===== config.mk =====
export PLATFORM = sky130hd
export DESIGN_NAME = queen_search_controller
export DESIGN_NICKNAME = d
export VERILOG_FILES = /design/src/rtl/queen_search_controller.sv
export SDC_FILE = /design/constraint.sdc
export NUM_CORES = 1
export LEC_CHECK = 0
export BUFFER_PORTS_ARGS = -buffer_cell sky130_fd_sc_hd__buf_4
export CELL_PAD_IN_SITES_DETAIL_PLACEMENT = 0
export CELL_PAD_IN_SITES_GLOBAL_PLACEMENT = 1
export CORE_UTILIZATION = 50
export DETAILED_ROUTE_END_ITERATION = 8
export PLACE_DENSITY_LB_ADDON = 0.2
export SYNTH_ARGS = -nofsm -noshare
export SYNTH_HDL_FRONTEND = slang
export SYNTH_SLANG_ARGS = --single-unit

===== constraint.sdc =====
create_clock -name clk -period 12.06 [get_ports clk]
set_clock_uncertainty 0.05 [all_clocks]
set_input_delay 2.412 -clock clk [delete_from_list [all_inputs] [get_ports clk]]
set_output_delay 2.412 -clock clk [all_outputs]
set_load 0.01 [all_outputs]

===== src/rtl/queen_search_controller.sv =====
// Backtracking control for the N-Queen solver: drives an external LIFO stack and tracks column and diagonal occupancy.
// Latency: one column is tested per cycle. A placement takes 2 cycles (TRY, PLACE) and an undo takes 2 cycles (BACKTRACK, TRY).
// Backpressure: none. The stack is assumed ready every cycle. An overflow or underflow attempt sets the sticky error flag.
//
// Ports:
//   clk, reset (async, active-low)   clock and reset; reset must also clear the attached stack
//   start                            begins a search; accepted only when idle or done
//   stack_top/stack_zero/stack_msb   combinational top entry, empty flag and full flag from the stack
//   push/pop/stack_data              stack commands; an entry is {row, col}
//   busy/done/solution_valid         search status; solution_valid pulses once per complete board
//   solution_count                   number of solutions found in this search, saturating at 127
//   error                            sticky protocol error (push while full, or pop while empty)
module queen_search_controller #(
  parameter int N    = 8,
  parameter int W    = (N > 1) ? $clog2(N) : 1,
  parameter int SIZE = 2 * W
) (
  input  logic            clk,
  input  logic            reset,
  input  logic            start,
  input  logic [SIZE-1:0] stack_top,
  input  logic            stack_zero,
  input  logic            stack_msb,
  output logic            push,
  output logic            pop,
  output logic [SIZE-1:0] stack_data,
  output logic            busy,
  output logic            done,
  output logic            solution_valid,
  output logic [6:0]      solution_count,
  output logic            error
);

  localparam int DW = 2 * N - 1;  // number of diagonals in each direction

  localparam logic [W:0]    C_N     = (W+1)'(N);
  localparam logic [W:0]    C_NM1   = (W+1)'(N - 1);
  localparam logic [W:0]    C_ONE   = (W+1)'(1);
  localparam logic [N-1:0]  C_COL1  = (N)'(1);
  localparam logic [DW-1:0] C_DIAG1 = (DW)'(1);
  localparam logic [6:0]    C_CMAX  = 7'd127;

  typedef enum logic [2:0] {
    S_IDLE,
    S_TRY,
    S_PLACE,
    S_SOLUTION,
    S_BACKTRACK,
    S_DONE
  } state_t;

  state_t r_state;
  state_t w_next;

  logic [W:0]      r_row;
  logic [W:0]      r_col;        // can reach N, which means this row is exhausted
  logic [N-1:0]    r_col_mask;
  logic [DW-1:0]   r_diag_mask;  // indexed by row+col
  logic [DW-1:0]   r_anti_mask;  // indexed by row-col+N-1
  logic [SIZE-1:0] r_stack_data;
  logic [6:0]      r_count;
  logic            r_error;

  // Candidate square (r_row, r_col). These bits are also reused in PLACE
  // because row and col do not change between TRY and PLACE.
  logic [W:0]      w_try_diag_idx;
  logic [W:0]      w_try_anti_idx;
  logic [N-1:0]    w_try_col_bit;
  logic [DW-1:0]   w_try_diag_bit;
  logic [DW-1:0]   w_try_anti_bit;
  logic            w_col_at_end;
  logic            w_safe;

  // Entry being undone in BACKTRACK
  logic [W:0]      w_top_row;
  logic [W:0]      w_top_col;
  logic [W:0]      w_top_diag_idx;
  logic [W:0]      w_top_anti_idx;
  logic [N-1:0]    w_top_col_bit;
  logic [DW-1:0]   w_top_diag_bit;
  logic [DW-1:0]   w_top_anti_bit;

  // The masks are indexed with one-hot shifts. A column equal to N shifts
  // the bit out of the mask, so the result is only used when col < N.
  assign w_try_diag_idx = r_row + r_col;
  assign w_try_anti_idx = r_row + C_NM1 - r_col;
  assign w_try_col_bit  = C_COL1 << r_col;
  assign w_try_diag_bit = C_DIAG1 << w_try_diag_idx;
  assign w_try_anti_bit = C_DIAG1 << w_try_anti_idx;
  assign w_col_at_end   = (r_col == C_N);
  assign w_safe         = !(|(r_col_mask  & w_try_col_bit))  &&
                          !(|(r_diag_mask & w_try_diag_bit)) &&
                          !(|(r_anti_mask & w_try_anti_bit));

  assign w_top_row      = {1'b0, stack_top[SIZE-1:W]};
  assign w_top_col      = {1'b0, stack_top[W-1:0]};
  assign w_top_diag_idx = w_top_row + w_top_col;
  assign w_top_anti_idx = w_top_row + C_NM1 - w_top_col;
  assign w_top_col_bit  = C_COL1 << w_top_col;
  assign w_top_diag_bit = C_DIAG1 << w_top_diag_idx;
  assign w_top_anti_bit = C_DIAG1 << w_top_anti_idx;

  // State register
  always_ff @(posedge clk or negedge reset) begin
    if (!reset) begin
      r_state <= S_IDLE;
    end else begin
      r_state <= w_next;
    end
  end

  // Next-state logic
  always_comb begin
    w_next = r_state;
    case (r_state)
      S_IDLE, S_DONE: begin
        if (start) w_next = S_TRY;
      end
      S_TRY: begin
        // A row with no columns left either ends the search (row 0, empty
        // stack) or undoes the queen in the row above.
        if (w_col_at_end)  w_next = stack_zero ? S_DONE : S_BACKTRACK;
        else if (w_safe)   w_next = S_PLACE;
        else               w_next = S_TRY;
      end
      S_PLACE: begin
        w_next = (r_row == C_NM1) ? S_SOLUTION : S_TRY;
      end
      S_SOLUTION:  w_next = S_BACKTRACK;
      S_BACKTRACK: w_next = S_TRY;
      default:     w_next = S_IDLE;
    endcase
  end

  // Search datapath. Updates are keyed by the current state so they line up
  // with the push/pop decodes seen by the stack.
  always_ff @(posedge clk or negedge reset) begin
    if (!reset) begin
      r_row        <= '0;
      r_col        <= '0;
      r_col_mask   <= '0;
      r_diag_mask  <= '0;
      r_anti_mask  <= '0;
      r_stack_data <= '0;
      r_count      <= '0;
      r_error      <= 1'b0;
    end else begin
      case (r_state)
        S_IDLE, S_DONE: begin
          if (start) begin
            r_row       <= '0;
            r_col       <= '0;
            r_col_mask  <= '0;
            r_diag_mask <= '0;
            r_anti_mask <= '0;
            r_count     <= '0;
            r_error     <= 1'b0;
          end
        end
        S_TRY: begin
          if (!w_col_at_end) begin
            if (w_safe) begin
              // Load the entry now so it is stable for the whole push cycle
              r_stack_data <= {r_row[W-1:0], r_col[W-1:0]};
            end else begin
              r_col <= r_col + C_ONE;
            end
          end
        end
        S_PLACE: begin
          r_col_mask  <= r_col_mask  | w_try_col_bit;
          r_diag_mask <= r_diag_mask | w_try_diag_bit;
          r_anti_mask <= r_anti_mask | w_try_anti_bit;
          if (stack_msb) r_error <= 1'b1;
          if (r_row != C_NM1) begin
            r_row <= r_row + C_ONE;
            r_col <= '0;
          end
        end
        S_SOLUTION: begin
          if (r_count != C_CMAX) r_count <= r_count + 7'd1;
        end
        S_BACKTRACK: begin
          // Resume at the column after the undone queen in its row
          r_col_mask  <= r_col_mask  & ~w_top_col_bit;
          r_diag_mask <= r_diag_mask & ~w_top_diag_bit;
          r_anti_mask <= r_anti_mask & ~w_top_anti_bit;
          r_row       <= w_top_row;
          r_col       <= w_top_col + C_ONE;
          if (stack_zero) r_error <= 1'b1;
        end
        default: begin
        end
      endcase
    end
  end

  // Output decodes of the registered state
  always_comb begin
    push           = 1'b0;
    pop            = 1'b0;
    busy           = 1'b0;
    done           = 1'b0;
    solution_valid = 1'b0;
    case (r_state)
      S_TRY:       busy = 1'b1;
      S_PLACE:     begin busy = 1'b1; push = 1'b1; end
      S_SOLUTION:  begin busy = 1'b1; solution_valid = 1'b1; end
      S_BACKTRACK: begin busy = 1'b1; pop = 1'b1; end
      S_DONE:      done = 1'b1;
      default:     begin end
    endcase
  end

  assign stack_data     = r_stack_data;
  assign solution_count = r_count;
  assign error          = r_error;

endmodule

==> reports/results.ini <==
[run_status]
status = finished, final reports clean

[floorplan]
io_pins = 30
rows = 32
start_util_pct = 52.3
die_h_um = 92.6
coreArea_um2 = 7850
dieArea_um2 = 8570
die_w_um = 92.6

[yosys]
synthesis.area_um2 = 4100
netlist_instances = 471
synthDistinctLibCells = 62
syn_nets = 502
synth-seq-area-share_pct = 38.4
async_flop_share_pct = 100
synth-edff-count = 0
yosysTopAreaCellShare_pct = 38.4
synth-main-ff-cell = dfrtp_1
yosys-top-cells-area = dfrtp_1 38%, o21ai_0 11%, a21oi_1 4.9%
synth_top_area_cell = dfrtp_1
synth.most_common_cell = o21ai_0
avgSynthCellArea_um2 = 8.71
synth_seq_cells = 63
synth_common_cells = 89 x o21ai_0, 63 x dfrtp_1, 40 x a21oi_1
ys_warn_count = 0

[power_and_ir_drop]
sw_frac_of_total_pct = 46.7
leakage_nw = 2.02
p_seq_share_pct = 27.3
ir_worst_vdd_v = 0.000160
internal_power_mw = 0.689
power_switching_mw = 0.603
combPwrFrac_pct = 57.6
power.density_nw_per_um2 = 285
clkPwrFrac_pct = 15.1

[finish]
antenna_cells = 0
fin_util_pct = 57.8
final_nets = 513
drive_above_1_share_pct = 13.8
area_delta_synth_final_pct = 10.6

[cts]
clockBufferDepth = 2
htreeDepth = 3
hold_buffers = 0
cts_made_buffers = 9
cts-resized-gates = 0
root_buffer = clkbuf_8
clk_latency_ps = 340
clkTransAtPathRegs_ps = 80
cts_sinks = 63
post_cts_buffers = 0
cts_tree = done

[sta]
drv_slew = 0
fin_crit_sh_pct = 41.0
fmax_mhz = 202
hold_viol = 0
worst_pin_slew_ps = 1140
setup_viol = 0
tns_ps = 0
rsz0062_at_grt = false
max-slew-margin-rel_pct = 23.5
period_needed_ps = 4940

[route]
drt_wl_total_mm = 10.2
drt_iter0_drc = 225
dr_total_vias = 3600
via_per_inst = 6.11
routedWlPerCell_um = 17.3
ant_nets = 0
drc = 0
first_pass_iters = 5

[grt]
grt_max_degree = 64
grt_pass1_wl_mm = 17.2
gr-total-overflow = 0
grt_pass1_vias = 3421
gr-usage-all-layers_pct = 25.7
antenna_found_initial = 0

[placed_design]
dp_hpwl_mm = 7.17
gp_routability_congestion = 0.856
portBuffers = 29

[worst_setup_path]
critPathRequiredTime_ps = 9600
endpoint_kind = output pin
path_max_fanout = 41
critPathLaunchType = flop
arrival_ps = 2480
path_class = reg -> out

[worst_hold_path]
min_path_type = reg -> reg

[run]
drv_cap = 0

==> placed cells by master, fill, tap and decap left out, drive strengths merged, types with 13 or more instances in the layout <==
cell type	instances
dfrtp	63
a21oi	40
clkbuf	13
nor2	35
ha	16
nand2	34
a31oi	19
buf	30
o21ai	89
inv	22
==> path summary, 6_finish.rpt <==
kind	startpoint	endpoint	slack [ps]	cells past startpoint
worst max register to register	r_col[1]	r_col[3]	7730	12
min in group asynchronous	reset	r_anti_mask[1]	2110	1
worst min-delay path	r_anti_mask[7]	r_anti_mask[7]	440	1
worst min register to register	r_anti_mask[7]	r_anti_mask[7]	440	1
worst max-delay path	r_state[2]	pop	7120	3
max in group asynchronous	reset	r_col[2]	9330	1
==> flip-flops by register name, summed over array words and instances (netlist names) <==
signal,count
r_anti_mask,15
r_diag_mask,15
r_col_mask,8
solution_count,7
stack_data,6
r_col,4
r_row,4
r_state,3
error,1
==> cell type report <==
type / instances / area [µm²]
Inverter: 23 / 86.3
Multi-Input combinational cell: 355 / 2310
Fill cell: 741 / 3310
Clock buffer: 13 / 169
Tap cell: 102 / 128
Sequential cell: 63 / 1580
Timing Repair Buffer: 30 / 225
Clock inverter: 3 / 40.0
==> power by group through the flow <==
stage	clock, mW	sequential, mW	combinational [mW]
floorplan	0	0.324	0.582
global placement	0	0.354	0.739
detailed placement	0	0.356	0.740
CTS	0.200	0.352	0.744
global route	0.206	0.365	0.819
finish	0.195	0.353	0.745
==> cells by family (layout without fill, tap and decap cells) <==
logic type | after synthesis | after routing | share of synthesized area [%]
flops | 63 | 63 | 38.4
xor+xnor | 11 | 11 | 2.53
compound gates | 185 | 185 | 26.8
buf+inv | 53 | 69 | 5.22
mux | 21 | 21 | 6.10
simple gates | 118 | 118 | 14.0
fa+ha+maj | 20 | 20 | 6.83
==> metal layers <==
metal  part of all wire (%)  routed length (µm)  global-route usage [%]  vias up
li1                       -                   -                       -     1728
met3                    5.3                 543                    3.45       15
met1                     47                4790                    37.0     1739
met5                      0                   0                       0        -
met4                    1.6                 165                    8.85        0
met2                     46                4700                    39.6      118
==> worst max-delay path, stage by stage (launching register included) <==
cell and delay (ps):
dfrtp_1 710, or3b_2 830, inv_1 400, buf_4 190
==> stage by stage <==
stage          hold slack [ps]  std cells  setup slack [ps]  instance area, µm²  total power, mW
6_report                   444        589              7120                4540             1.29
5_1_grt                    474        589              6980                4540             1.39
4_1_cts                    447        589              7100                4540             1.30
3_5_place_dp               431        573              7490                4330             1.10
3_3_place_gp               420        573              7510                4330             1.09
2_1_floorplan              404        471              7940                4100            0.905
Note: power is estimated with default switching activity, not from simulation.
